===== src/rtl/write_back_stage_pkg.sv =====
// Shared encodings for the write-back stage: write-back source select,
// register-write enable, bubble markers and the stage state enum.
package write_back_stage_pkg;

  // Write-back source select
  localparam logic [3:0] WB_X   = 4'd0;
  localparam logic [3:0] WB_ALU = 4'd1;
  localparam logic [3:0] WB_MEM = 4'd2;
  localparam logic [3:0] WB_PC  = 4'd3;
  localparam logic [3:0] WB_CSR = 4'd4;

  // Register-file write request
  localparam logic REN_X = 1'b0;
  localparam logic REN_S = 1'b1;

  // Bubble markers: a PC of all ones never belongs to a real instruction
  localparam logic [31:0] REGPC_NOP = 32'hFFFF_FFFF;
  localparam logic [31:0] INST_NOP  = 32'h0000_0013;

  // Stage state: RUN commits every valid bundle, DRAIN waits for the redirect target
  typedef enum logic [0:0] {
    RUN   = 1'b0,
    DRAIN = 1'b1
  } wb_state_e;

endpackage


===== src/rtl/write_back_stage_counters.sv =====
// Performance counters for the write-back stage: retired instructions,
// elapsed cycles and memory-stall cycles. All wrap naturally at 2^CNT_W.
module wb_counters #(
  parameter int CNT_W = 64
) (
  input  logic             clk,
  input  logic             rst_n,
  input  logic             instret_en,
  input  logic             stall_en,
  output logic [CNT_W-1:0] instret,
  output logic [CNT_W-1:0] cycle,
  output logic [CNT_W-1:0] stall_cycles
);

  logic [CNT_W-1:0] instret_r;
  logic [CNT_W-1:0] cycle_r;
  logic [CNT_W-1:0] stall_r;

  // Counter state: cycle always advances, the others on their enables
  always_ff @(posedge clk or negedge rst_n) begin
    if (!rst_n) begin
      instret_r <= '0;
      cycle_r   <= '0;
      stall_r   <= '0;
    end else begin
      cycle_r <= cycle_r + CNT_W'(1);
      if (instret_en) begin
        instret_r <= instret_r + CNT_W'(1);
      end
      if (stall_en) begin
        stall_r <= stall_r + CNT_W'(1);
      end
    end
  end

  assign instret      = instret_r;
  assign cycle        = cycle_r;
  assign stall_cycles = stall_r;

endmodule


===== src/rtl/write_back_stage.sv =====
// Final pipeline stage: commits retired bundles to the register file,
// raises the one-cycle branch hazard with the fetch redirect target, and
// drops wrong-path bundles until the redirect target arrives.
module write_back_stage
  import write_back_stage_pkg::*;
#(
  parameter int XLEN  = 32,
  parameter int CNT_W = 64
) (
  input  logic             clk,
  input  logic             rst_n,
  input  logic [XLEN-1:0]  in_read_data,
  input  logic [XLEN-1:0]  in_reg_pc,
  input  logic [31:0]      in_inst,
  input  logic [XLEN-1:0]  in_alu_out,
  input  logic             in_br_flg,
  input  logic [XLEN-1:0]  in_br_target,
  input  logic             in_rf_wen,
  input  logic [3:0]       in_wb_sel,
  input  logic [4:0]       in_wb_addr,
  input  logic             in_jmp_flg,
  input  logic [XLEN-1:0]  in_csr_rdata,
  input  logic             in_mem_stall,
  output logic             rf_we,
  output logic [4:0]       rf_waddr,
  output logic [XLEN-1:0]  rf_wdata,
  output logic             branch_hazard,
  output logic [XLEN-1:0]  redirect_pc,
  output logic [CNT_W-1:0] instret,
  output logic [CNT_W-1:0] cycle,
  output logic [CNT_W-1:0] stall_cycles
);

  localparam logic [XLEN-1:0] NOP_PC = XLEN'(REGPC_NOP);

  wb_state_e       state_r;
  wb_state_e       state_nxt_s;
  logic [XLEN-1:0] saved_target_r;
  logic [XLEN-1:0] wdata_s;
  logic            valid_s;
  logic            commit_s;
  logic            redirect_s;
  logic            wen_s;
  logic            unused_inst_s;

  // The instruction word is carried for tracing only; nothing here decodes it
  assign unused_inst_s = ^in_inst;

  // State register
  always_ff @(posedge clk or negedge rst_n) begin
    if (!rst_n) begin
      state_r <= RUN;
    end else begin
      state_r <= state_nxt_s;
    end
  end

  // Next state: a redirecting commit always (re)enters DRAIN
  always_comb begin
    state_nxt_s = state_r;
    case (state_r)
      RUN: begin
        if (redirect_s) begin
          state_nxt_s = DRAIN;
        end else begin
          state_nxt_s = RUN;
        end
      end
      DRAIN: begin
        if (redirect_s) begin
          state_nxt_s = DRAIN;
        end else if (commit_s) begin
          state_nxt_s = RUN;
        end else begin
          state_nxt_s = DRAIN;
        end
      end
      default: state_nxt_s = RUN;
    endcase
  end

  // Commit decode: in DRAIN only the saved redirect target may retire
  always_comb begin
    valid_s  = (in_reg_pc != NOP_PC);
    commit_s = 1'b0;
    case (state_r)
      RUN:     commit_s = valid_s;
      DRAIN:   commit_s = valid_s && (in_reg_pc == saved_target_r);
      default: commit_s = 1'b0;
    endcase
    redirect_s = commit_s && (in_br_flg || in_jmp_flg);
    wen_s      = commit_s && (in_rf_wen == REN_S) && (in_wb_addr != 5'd0);
  end

  // Write-back source select; unknown selects write zero
  always_comb begin
    wdata_s = '0;
    case (in_wb_sel)
      WB_ALU:  wdata_s = in_alu_out;
      WB_MEM:  wdata_s = in_read_data;
      WB_PC:   wdata_s = in_reg_pc + XLEN'(32'd4);
      WB_CSR:  wdata_s = in_csr_rdata;
      WB_X:    wdata_s = '0;
      default: wdata_s = '0;
    endcase
  end

  // Registered commit outputs and saved redirect target
  always_ff @(posedge clk or negedge rst_n) begin
    if (!rst_n) begin
      rf_we          <= 1'b0;
      rf_waddr       <= 5'd0;
      rf_wdata       <= '0;
      branch_hazard  <= 1'b0;
      redirect_pc    <= '0;
      saved_target_r <= '0;
    end else begin
      rf_we         <= wen_s;
      branch_hazard <= redirect_s;
      if (commit_s) begin
        rf_waddr <= in_wb_addr;
        rf_wdata <= wdata_s;
      end
      if (redirect_s) begin
        redirect_pc    <= in_br_target;
        saved_target_r <= in_br_target;
      end
    end
  end

  wb_counters #(
    .CNT_W (CNT_W)
  ) u_counters (
    .clk          (clk),
    .rst_n        (rst_n),
    .instret_en   (commit_s),
    .stall_en     (in_mem_stall),
    .instret      (instret),
    .cycle        (cycle),
    .stall_cycles (stall_cycles)
  );

endmodule


===== config.mk =====
export PLATFORM = sky130hd
export DESIGN_NAME = write_back_stage
export DESIGN_NICKNAME = d
export VERILOG_FILES = /design/src/rtl/write_back_stage_pkg.sv /design/src/rtl/write_back_stage_counters.sv /design/src/rtl/write_back_stage.sv
export SDC_FILE = /design/constraint.sdc
export NUM_CORES = 1
export LEC_CHECK = 0
export ABC_CLOCK_PERIOD_IN_PS = 3650
export BUFFER_PORTS_ARGS = -buffer_cell sky130_fd_sc_hd__buf_2
export CORE_UTILIZATION = 40
export DETAILED_ROUTE_END_ITERATION = 7
export PLACE_DENSITY_LB_ADDON = 0.05
export SYNTH_ARGS = -nofsm -noshare
export SYNTH_HDL_FRONTEND = slang
export SYNTH_HIERARCHICAL = 1
export SYNTH_SLANG_ARGS = --single-unit

===== constraint.sdc =====
create_clock -name clk -period 3.65 [get_ports clk]
set_input_delay 0.1825 -clock clk [delete_from_list [all_inputs] [get_ports clk]]
set_output_delay 0.1825 -clock clk [all_outputs]
set_load 0.01 [all_outputs]

======== Word-level counts from Yosys, hierarchy flattened ========
Cells that the tools add are included.
W data, S select, Z words.
storage, ports and cells
  register bits ........................... 264
  output and inout bits ................... 263
  bits of input ports ..................... 207
  word-level logic and storage cells ...... 32
cells by class
  bitwise operators ....................... 1
  mux-type cells .......................... 6
  add/subtract/negate cells ............... 4
  equal/unequal tests ..................... 6
  reductions and logical operators ........ 6
operators by type and width
  operator                 number
  $add A64 B1 Y64 const B  3
  $pmux W32 S4             1
  $add A32 B3 Y32 const B  1
  $eq A32 B32 Y1           1
  $ne A32 B32 Y1 const B   1
  $eq A4 B2 Y1 const B     2
  $reduce_bool A5 Y1       1
  $eq A4 B1 Y1 const B     1
  $eq A4 B3 Y1 const B     1
  $logic_and A1 B1 Y1      4
  $pmux W1 S2              2
  $mux W1                  3
  $logic_or A1 B1 Y1       1
  $not A1 Y1               1

======== Logic depth before layout (Yosys ltp) ========
Gate-level depths: netlist of the first run.
  word-level depth ........................ 6
  depth in mapped cells ................... 15
  gate-level depth less buffers ........... 12

======== Cells and area by module ========
Netlist of the first run, hierarchy kept.
modules (own cells, without submodules)
  module            area each (um2)  cells an instance  times used  seq. area each (um2)
  wb_counters       8747.1           800                1           4804.6
  write_back_stage  4523.1           395                1           1801.7

======== Worst setup path after synthesis of the first run ========
OpenSTA, ideal clock, no wires.
  path type ............................... reg2reg
  start ................................... reg, netlist name redirect_pc[27]
  end ..................................... reg u_counters.instret_r[62], in the netlist u_counters/instret[62]
  required time ........................... 3.570 ns
  arrival ................................. 2.986 ns
  path slack .............................. 0.584 ns
  buffers on the path ..................... 2
  stages on the path, launching flop included .. 14
  period minus slack after synthesis ...... 3.066 ns
  setup time .............................. 0.080 ns
  path through ............................ dfrtp_1 > xnor2_1 > nand4_1 > nor4_1 > nand2_1 > a21o_2 > buf_6 > buf_12 > inv_1 > nand4_1 > nor4_4 > nand4_1 > nor4_1 > xnor2_1
RTL lines
  what                    RTL line                         RTL
  end signal: assignment  write_back_stage_counters.sv:28  instret_r <= instret_r + CNT_W'(1);
  end: declaration        write_back_stage_counters.sv:15  logic [CNT_W-1:0] instret_r;

==> results.md, run 1 <==
- Final number of setup-violating endpoints: 0
- Maximum root-to-sink buffer count: 3
- Die Span X: between 150 and 200 µm
- Max_cap viols: 0
- Reported leakage power: roughly 9 nW
- Average size of a mapped cell: approximately 11 µm²
- Clock latency on the worst-skew pair: 550 ps
- Final layout net count: between 1500 and 2000
- Critical path capture point type: flop
- Slew of the pin with the lowest slew margin: between 1000 and 1500 ps
- # port buffers: 437
- Post-Route WL: between 30000 and 40000 µm
- Std cell rows: 66
- Hpwl dp: roughly 31000 µm
- Async S/R FF share, synth: 100%
- Post-route total power: between 0.007 and 0.008 W
- Design area: roughly 18000 µm²
- Total die area: 33900 µm²
- Post-synth EDFFs: 0
- Largest fanout on the critical path: 6
- Start-to-end type of the worst setup path: flop to flop
- Starting utilization of the core area: about 41%
- Detailed Route Iter0 Violations: about 510
- CTS tree: yes
- Number of iterations in the first detailed-routing pass: 5
- DRC violations left: 0
- Maximum number of pins on one net before global-route repair: 96
- Final weighted congestion in routability-driven placement: 0.888
- Final-report hold violation count: 0
- Final Cycle Share: slightly above 90%
- Placeable Area: 32600 µm²
- Total gr overflow: 0
- Remaining number of nets flagged by the antenna check after routing: 0
- Number of buffers inserted by post-CTS setup repair: 0
- Worst Hold Endpoint: rf_wdata[24]
- Class of the tightest hold or removal check: input port to flop
- Worst relative slew slack: approximately 25%
- Yosys warning count: 6
- Shortest period the worst path allows: 3390 ps
- Number of distinct library cells after synthesis: 55
- Depth of the worst register-to-register path: 11
- CTS H-tree depth: 1
- TritonCTS buffer count: 30
- Largest cells by area after synthesis: sky130_fd_sc_hd__dfrtp_1 50%, sky130_fd_sc_hd__xnor2_1 9.8%, sky130_fd_sc_hd__xor2_1 6.5%, sky130_fd_sc_hd__mux2_4 4.2%, sky130_fd_sc_hd__nand4_1 3.8%
- Area delta synth->final: 32.3%
- Final clock skew: 15.2 ps
- Worst reg2reg setup slack: roughly 260 ps
- CP required: 4120 ps
- Total Negative Setup Slacks: 0 ps
- Average detailed-routed wire length per instance: about 18 µm
- Antenna diode count: 0
- Instance count along the most critical hold path: 4
- Share of post-route cells with drive strength above 1: 34.9%
- Highest ir drop seen on vdd: approximately 0.36 mV
- Slew Viols, Final: 0
- Global-route total usage across every layer: between 20% and 30%
- Source of the worst hold timing path: in_alu_out[24]
- Number of register bits inferred by synthesis: about 260
- Initial antenna violation count: 0
- Category of the worst setup path launch point: flop
- Drt via density: just over 5
- Cell accounting for the most synthesized area: sky130_fd_sc_hd__dfrtp_1
- Status: complete, no violations
- Cell area after placement: roughly 16000 µm²
- Count of vias placed by the detailed router: between 10000 and 15000
- Portion of the post-synthesis area used by sequential elements: about 50%
- Io pins: 470
- Via count of the first global-routing pass: approximately 11000
- Root Buffer Master: sky130_fd_sc_hd__clkbuf_16
- Crit Reg-Reg Startpoint: redirect_pc[15]
- Peak clock frequency supported by timing: just under 300 MHz
- Setup repair after global routing missed its margin: false
- Clk sink count: ~260
- DIE HEIGHT: about 180 µm
- Share of the synthesized area in the top cell type: about 50%
- Main flop type after synthesis: sky130_fd_sc_hd__dfrtp_1
- Global-route wire length before repair: approximately 61000 µm
- Areal power density over the cells: between 300 and 400 nW/µm²
- Syn Inst Count: 1195
- Endpoint arrival time on the critical path: a little under 4000 ps
- Synthesized Nets: around 1400
- Clock-pin slew on the worst setup and hold paths: ~60 ps
- Destination of the worst register-to-register timing path: u_counters/instret[60]
- Post-synthesis instance area: 13300 µm²
[registers in the layout (all words and copies together) (netlist names), named ones only]
name and cells:
u_counters/stall_cycles 64, rf_wdata 32, branch_hazard 1, rf_waddr 5, u_counters/instret 64, u_counters/cycle 64
rf_we 1, redirect_pc 32
[cells by family (layout without fill, tap and decap cells)]
group	count (synthesis)	after routing	share of synthesized area (%)
muxes	71	71	7.07
DFF	264	264	49.8
buffers and inverters	57	594	2.49
xor gates and xnor gates	248	248	16.4
and+or+nand+nor	454	454	19.1
adders and majority gates	4	4	0.377
AOI/OAI and AO/OA	97	97	4.78
[timing repair]
action	4_1_cts	5_1_grt
resized for setup	0	1
hold buffers	54	0
setup endpoints to repair	0	1
endpoints found under the hold margin	144	0
[synthesized netlist by cell type, types with 11 or more instances]
master,n
sky130_fd_sc_hd__xnor2_1,149
sky130_fd_sc_hd__nand2_1,81
sky130_fd_sc_hd__and4_1,13
sky130_fd_sc_hd__nand3_1,72
sky130_fd_sc_hd__nor2_1,62
sky130_fd_sc_hd__o21ai_0,31
sky130_fd_sc_hd__a21oi_1,25
sky130_fd_sc_hd__dfrtp_1,264
sky130_fd_sc_hd__nor3_1,42
sky130_fd_sc_hd__xor2_1,99
sky130_fd_sc_hd__clkbuf_1,12
sky130_fd_sc_hd__a22o_1,29
sky130_fd_sc_hd__inv_1,28
sky130_fd_sc_hd__and3_1,24
sky130_fd_sc_hd__nand4_1,80
sky130_fd_sc_hd__nor4_1,24
sky130_fd_sc_hd__and2_1,11
sky130_fd_sc_hd__mux2_4,37
sky130_fd_sc_hd__mux2_2,32
[worst max path at each step]
| stage | from | to |
|---|---|---|
| finish | redirect_pc[15] | u_counters/instret[60] |
| global route | redirect_pc[15] | u_counters/instret[60] |
| CTS | redirect_pc[15] | u_counters/instret[63] |
| detailed placement | redirect_pc[15] | u_counters/instret[63] |
| global placement | redirect_pc[15] | u_counters/instret[63] |
| floorplan | redirect_pc[27] | u_counters/instret[62] |
[layout make-up]
cell class              instances  area (µm²)
clock buffers                  46         912
fillers                      2983       15100
repair buffers                510        2910
flip-flops and latches        264        6610
well taps                     442         553
multi-input cells             874        6350
clock inverters                10         130
inverters                      28         105
[placed cells by master, fill, tap and decap left out, types with 42 or more instances in the layout]
cell / Yosys / final
sky130_fd_sc_hd__dlygate4sd3_1: 0 / 54
sky130_fd_sc_hd__nand2_1: 81 / 81
sky130_fd_sc_hd__nor2_1: 62 / 62
sky130_fd_sc_hd__nand3_1: 72 / 72
sky130_fd_sc_hd__nor3_1: 42 / 42
sky130_fd_sc_hd__xnor2_1: 149 / 149
sky130_fd_sc_hd__nand4_1: 80 / 80
sky130_fd_sc_hd__xor2_1: 99 / 99
sky130_fd_sc_hd__buf_2: 5 / 436
sky130_fd_sc_hd__dfrtp_1: 264 / 264
[critical path, cell delays in order, from the launching register on]
cell and delay (ps):
sky130_fd_sc_hd__dfrtp_1 400, sky130_fd_sc_hd__xnor2_1 270, sky130_fd_sc_hd__nand4_1 150, sky130_fd_sc_hd__nor4_1 400, sky130_fd_sc_hd__nand2_1 190, sky130_fd_sc_hd__a21o_2 270
sky130_fd_sc_hd__inv_1 160, sky130_fd_sc_hd__nand4_1 280, sky130_fd_sc_hd__nor4_4 390, sky130_fd_sc_hd__nand4_1 330, sky130_fd_sc_hd__nor3_1 300, sky130_fd_sc_hd__xor2_1 160
[metrics by stage]
step / hold slack (ps) / util (%) / worst slack (ps) / cells
after floorplan: -113 / - / 584 / 1195
after global routing: 8.73 / 53.8 / 52.9 / 2174
after CTS: 4.05 / 53.8 / 126 / 2174
final: 12.5 / 53.8 / 256 / 2174
after global placement: 281 / 49.0 / 234 / 2064
after detailed placement: 285 / 49.0 / 164 / 2064
[routing by layer]
metal,wire length (µm),GRT usage [%],vias to the layer above
met4,1260,7.40,0
li1,-,-,5286
met3,2280,4.58,71
met1,17500,30.1,5289
met2,18900,38.4,351
met5,0,0,-
[report_power, final]
part | switching (W) | internal, W | leakage (nW)
Sequential | 0.000105 | 0.00303 | 3.52
Clock | 0.00120 | 0.00192 | 0.510
Combinational | 0.000379 | 0.000359 | 4.85
No activity file was read; power rests on OpenSTA's default activity.
==> inputs of run 2 (changes only) <==
PLACE_DENSITY_LB_ADDON = 0.12   (was 0.05)
==> results.md, run 2 (synthesis results as in run 1) <==
- Logic gate share of total power: a little over a tenth
- Final worst setup slack: 436 ps
- Final number of setup-violating endpoints: 0
- Final weighted congestion in routability-driven placement: around 0.88
- Critical path capture point type: flop
- Std cell rows: 66
- # port buffers: approximately 440
- Status: complete, no violations
- Reported leakage power: 8.88 nW
- TritonCTS buffer count: 31
- Number of iterations in the first detailed-routing pass: 5
- Die Span X: ~180 µm
- Number of fill cells: roughly 2900
- Setup slack at placement: between 150 and 200 ps
- Slew Viols, Final: 0
- Clk sink count: ~260
- Global-route total usage across every layer: between 20 and 25%
- Max_cap viols: 0
- Final-report hold violation count: 0
- Maximum number of pins on one net before global-route repair: 98
- Final Cycle Share: about nine tenths
- Total gr overflow: 0
- Total Negative Setup Slacks: 0 ps
- Remaining number of nets flagged by the antenna check after routing: 0
- Final clock skew: about 13 ps
- Fraction of power consumed by sequential logic: a little under half
- Class of the tightest hold or removal check: input port to flop
- Category of the worst setup path launch point: flop
- Peak clock frequency supported by timing: ~310 MHz
- Count of vias placed by the detailed router: 11100
- Area of combinational cells with multiple inputs: around 6300 µm²
- Most common library cell in the layout ignoring fill and taps: sky130_fd_sc_hd__buf_2
- Via count of the first global-routing pass: 11000
- Io pins: 470
- Sequential cell area: between 6000 and 7000 µm²
- Root Buffer Master: sky130_fd_sc_hd__clkbuf_16
- Initial antenna violation count: 3
- Setup repair after global routing missed its margin: false
- DRC violations left: 0
- CTS H-tree depth: 1
- Start-to-end type of the worst setup path: flop to flop
- Leading cell types in the layout, fill and taps excluded: 436 x sky130_fd_sc_hd__buf_2, 264 x sky130_fd_sc_hd__dfrtp_1, 149 x sky130_fd_sc_hd__xnor2_1
- Final layout net count: 1930
- Area delta synth->final: 32.5%
- CP required: 4130 ps
- Clock latency on the worst-skew pair: 550 ps
- Average detailed-routed wire length per instance: ~18 µm
- Clock group share of total power: between 40% and 50%
- Areal power density over the cells: 386 nW/µm²
- Switch share: about 25%
- Hpwl dp: 30000 µm
- Final core area utilization: roughly 54%
- Placeable Area: 32600 µm²
- Detailed Route Iter0 Violations: 573
- Starting utilization of the core area: around two fifths
- Drt via density: ~5.1
- Post-Route WL: between 30000 and 40000 µm
- Largest fanout on the critical path: 7
- Share of post-route cells with drive strength above 1: between 30 and 40%
- Endpoint arrival time on the critical path: between 3000 and 4000 ps
- DIE HEIGHT: roughly 180 µm
- Highest ir drop seen on vdd: around 0.33 mV
- Maximum root-to-sink buffer count: 3
- Shortest period the worst path allows: about 3200 ps
- Number of buffers inserted by post-CTS setup repair: 0
- Worst relative slew slack: between 20% and 30%
- Clock-pin slew on the worst setup and hold paths: around 60 ps
- Slew of the pin with the lowest slew margin: approximately 1200 ps
- Global-route wire length before repair: approximately 61000 µm
- Post-route total power: slightly below 0.007 W
- CTS tree: yes
- Cell internal pwr: about 0.0051 W
- Net switching component of the power: around 0.0017 W
- Total die area: about 34000 µm²
run 2: cell count changes in the layout (fill, tap and decap cells not counted), sizes merged:
cell	previous run	this run
dlygate4sd3	54	65
bufinv	3	0
clkinv	5	3
diode	0	2
inv	28	30
buf	456	455
clkbuf	46	47
clkinvlp	2	1
run 2: worst max-delay path, stage by stage, from the launching register on:
cell,delay (ps)
sky130_fd_sc_hd__dfrtp_1,400
sky130_fd_sc_hd__xnor2_1,240
sky130_fd_sc_hd__nand4_1,150
sky130_fd_sc_hd__nor4_2,300
sky130_fd_sc_hd__nand2_1,150
sky130_fd_sc_hd__a21o_2,270
sky130_fd_sc_hd__inv_1,80
sky130_fd_sc_hd__buf_4,130
sky130_fd_sc_hd__nand4_1,180
sky130_fd_sc_hd__nor4_1,470
sky130_fd_sc_hd__nand4_1,150
sky130_fd_sc_hd__buf_4,210
sky130_fd_sc_hd__nor4_1,240
sky130_fd_sc_hd__xor2_1,170
run 2: final cells by class:
cell class / count / share of cell area (%)
inverter: 28 / 0.598
clock buffer: 47 / 5.15
clock inverter: 6 / 0.228
multi-input combinational: 874 / 36.1
antenna: 2 / 0.0285
tap: 442 / 3.15
timing repair buffer: 520 / 17.2
sequential: 264 / 37.6
run 2: worst paths after layout:
kind / start / cells past startpoint / slack (ps) / to
worst max-delay path: redirect_pc[15] / 13 / 440 / u_counters/instret[63]
worst min-delay path: in_alu_out[12] / 4 / 30 / rf_wdata[12]
worst max register to register: redirect_pc[15] / 13 / 440 / u_counters/instret[63]
worst min register to register: u_counters/cycle[63] / 1 / 460 / u_counters/cycle[63]
max in group asynchronous: rst_n / 3 / 2580 / u_counters/stall_cycles[49]
min in group asynchronous: rst_n / 2 / 260 / u_counters/cycle[63]
run 2: routing by layer:
metal	wire [µm]	share of wire (%)	global-route usage (%)
met4	1150	2.9	7.03
met3	2450	6.2	5.18
met5	16	0.040	0
met2	18900	48	39.0
met1	17200	43	29.5
run 2: metrics by stage:
| step | hold WS, ps | instance area, µm² | std cells |
|---|---|---|---|
| floorplan | -113 | 13300 | 1195 |
| global placement | 275 | 16000 | 2063 |
| detailed placement | 273 | 16000 | 2063 |
| CTS | 7.37 | 17600 | 2181 |
| global route | 26.1 | 17600 | 2183 |
| finish | 29.3 | 17600 | 2183 |
run 2: power groups by stage:
stage,clock (W),combinational [W],sequential (W)
2_1_floorplan,0,0.000248,0.00323
3_3_place_gp,0,0.000694,0.00318
3_5_place_dp,0,0.000697,0.00319
4_1_cts,0.00300,0.000754,0.00314
5_1_grt,0.00310,0.000805,0.00316
6_report,0.00290,0.000748,0.00314
run 2: repair_timing:
action | in CTS | in global routing
gates resized for setup | 0 | 1
hold endpoints to repair | 157 | 0
hold buffers | 65 | 0
setup endpoints to repair | 0 | 8
==> inputs of run 3 (changes only) <==
REMOVE_ABC_BUFFERS = 1   (was default)
==> results.md, run 3 (synthesis results as in run 1) <==
- Hpwl dp: 30300 µm
- Clock latency on the worst-skew pair: 550 ps
- Post-Route WL: between 40000 and 50000 µm
- # port buffers: between 400 and 500
- Global-route wire length before repair: slightly above 60000 µm
- Count of vias placed by the detailed router: approximately 11000
- Average detailed-routed wire length per instance: ~18 µm
- Shortest period the worst path allows: roughly 3400 ps
- Reported leakage power: about 8.9 nW
- Final weighted congestion in routability-driven placement: 0.896
- Design area: 17600 µm²
- Global-route total usage across every layer: 23.4%
- Drt via density: just over 5
- Area delta synth->final: 32.6%
- Class of the tightest hold or removal check: input port to flop
- CP max stage delay: roughly 430 ps
- Most common library cell in the layout ignoring fill and taps: sky130_fd_sc_hd__buf_2
- Final-report hold violation count: 0
- Maximum root-to-sink buffer count: 3
- Share of post-route cells with drive strength above 1: around a third
- Critical path capture point type: flop
- Slowest cell on the critical path: sky130_fd_sc_hd__dfrtp_1
- Io pins: 470
- Final clock skew: about 15 ps
- Via count of the first global-routing pass: about 11000
- Slew Viols, Final: 0
- Placeable Area: around 33000 µm²
- CP required: slightly above 4000 ps
- CTS tree: yes
- Crit path cell chain: xnor2_1 -> nand4_1 -> nor4_1 -> nand2_1 -> a21o_2 -> inv_1 -> nand4_1 -> nor4_4 -> nand4_1 -> nor4_1 -> xnor2_1
- Number of fill cells: about 3000
- Worst-case hold slack: between 20 and 25 ps
- Final Cycle Share: between 90% and 100%
- Worst relative slew slack: approximately 28%
- Cell area after placement: ~16000 µm²
- Category of the worst setup path launch point: flop
- Leading cell types in the layout, fill and taps excluded: 436 x sky130_fd_sc_hd__buf_2, 264 x sky130_fd_sc_hd__dfrtp_1, 149 x sky130_fd_sc_hd__xnor2_1
- Total Negative Setup Slacks: 0 ps
- Root Buffer Master: sky130_fd_sc_hd__clkbuf_16
- Maximum number of pins on one net before global-route repair: slightly below 100
- CTS H-tree depth: 1
- DIE HEIGHT: between 150 and 200 µm
- Status: complete, no violations
- Setup repair after global routing missed its margin: false
- Endpoint arrival time on the critical path: 3840 ps
- Highest ir drop seen on vdd: between 0.5 and 0.6 mV
- Detailed Route Iter0 Violations: 633
- Max_cap viols: 0
- Starting utilization of the core area: approximately 41%
- Final worst setup slack: between 200 and 300 ps
- Total gr overflow: 0
- Total die area: between 30000 and 40000 µm²
- Final number of setup-violating endpoints: 0
- TritonCTS buffer count: 31
- Die Span X: between 150 and 200 µm
- Start-to-end type of the worst setup path: flop to flop
- Setup slack at placement: between 150 and 200 ps
- Clk sink count: ~260
- Peak clock frequency supported by timing: 296 MHz
- Clock-pin slew on the worst setup and hold paths: roughly 70 ps
- Remaining number of nets flagged by the antenna check after routing: 0
- Final core area utilization: between 50 and 60%
- Number of iterations in the first detailed-routing pass: 5
- Areal power density over the cells: about 400 nW/µm²
- DRC violations left: 0
- Most used cell along the critical path: sky130_fd_sc_hd__nand4_1
- Largest fanout on the critical path: 6
- Std cell rows: 66
- Final layout net count: 1920
- Initial antenna violation count: 5
- Slew of the pin with the lowest slew margin: roughly 1100 ps
-- run 3: cell types whose count changed in the layout (fill, tap and decap cells not counted), sizes merged --
| cell | change |
|---|---|
| buf | -2 |
| bufinv | +4 |
| clkbuf | -3 |
| clkinv | +1 |
| clkinvlp | +3 |
| diode | +2 |
| dlygate4sd3 | -8 |
| inv | -1 |
-- run 3: final cells by class --
cell class	instances	area [µm²]	share of cell area, %
Sequential cell	264	6610	37.5
Inverter	28	105	0.597
Tap cell	442	553	3.14
Timing Repair Buffer	510	2910	16.5
Multi-Input combinational cell	874	6350	36.1
Antenna cell	4	10.0	0.0569
Clock inverter	13	183	1.04
Clock buffer	44	885	5.03
-- run 3: what timing repair did --
item                                    CTS  global route
buffers inserted                          0             2
endpoints found under the hold margin   150             0
endpoints found under the setup margin    0            10
resized for setup                         0             1
hold buffers                             57             0
-- run 3: worst max-delay path, delay by kind of cell (launching register included) --
kind                   cells  cell delay, ps
buffers and inverters      1             170
AO/OA/AOI/OAI              1             260
flip-flops                 1             430
AND/OR/NAND/NOR            7            2080
XOR/XNOR                   2             340
-- run 3: worst paths after layout --
path | end | start | cells after the start | slack [ps]
max | u_counters/instret[62] | redirect_pc[31] | 11 | 280
min in group asynchronous | u_counters/instret[56] | rst_n | 2 | 260
min reg2reg | u_counters/instret[63] | u_counters/instret[63] | 1 | 460
min | rf_wdata[20] | in_csr_rdata[20] | 4 | 20
max reg2reg | u_counters/instret[62] | redirect_pc[31] | 11 | 280
max in group asynchronous | u_counters/cycle[32] | rst_n | 3 | 2450
-- run 3: routing by layer --
layer,up-vias,track usage (%),wire length (µm),part of all wire (%)
li1,5276,-,-,-
met5,-,0,13,0.032
met4,2,9.13,1390,3.5
met1,5384,30.5,17600,44
met3,84,5.49,2720,6.8
met2,402,37.5,18400,46
-- run 3: through the flow --
| step | power (W) | std cells |
|---|---|---|
| 2_1_floorplan | 0.00347 | 1166 |
| 3_3_place_gp | 0.00386 | 2059 |
| 3_5_place_dp | 0.00387 | 2059 |
| 4_1_cts | 0.00716 | 2173 |
| 5_1_grt | 0.00736 | 2179 |
| 6_report | 0.00705 | 2179 |
-- run 3: power breakdown --
group | internal, W | switching [W]
combinational | 0.000359 | 0.000368
clock | 0.00196 | 0.00122
sequential | 0.00304 | 0.000102
total | 0.00536 | 0.00169
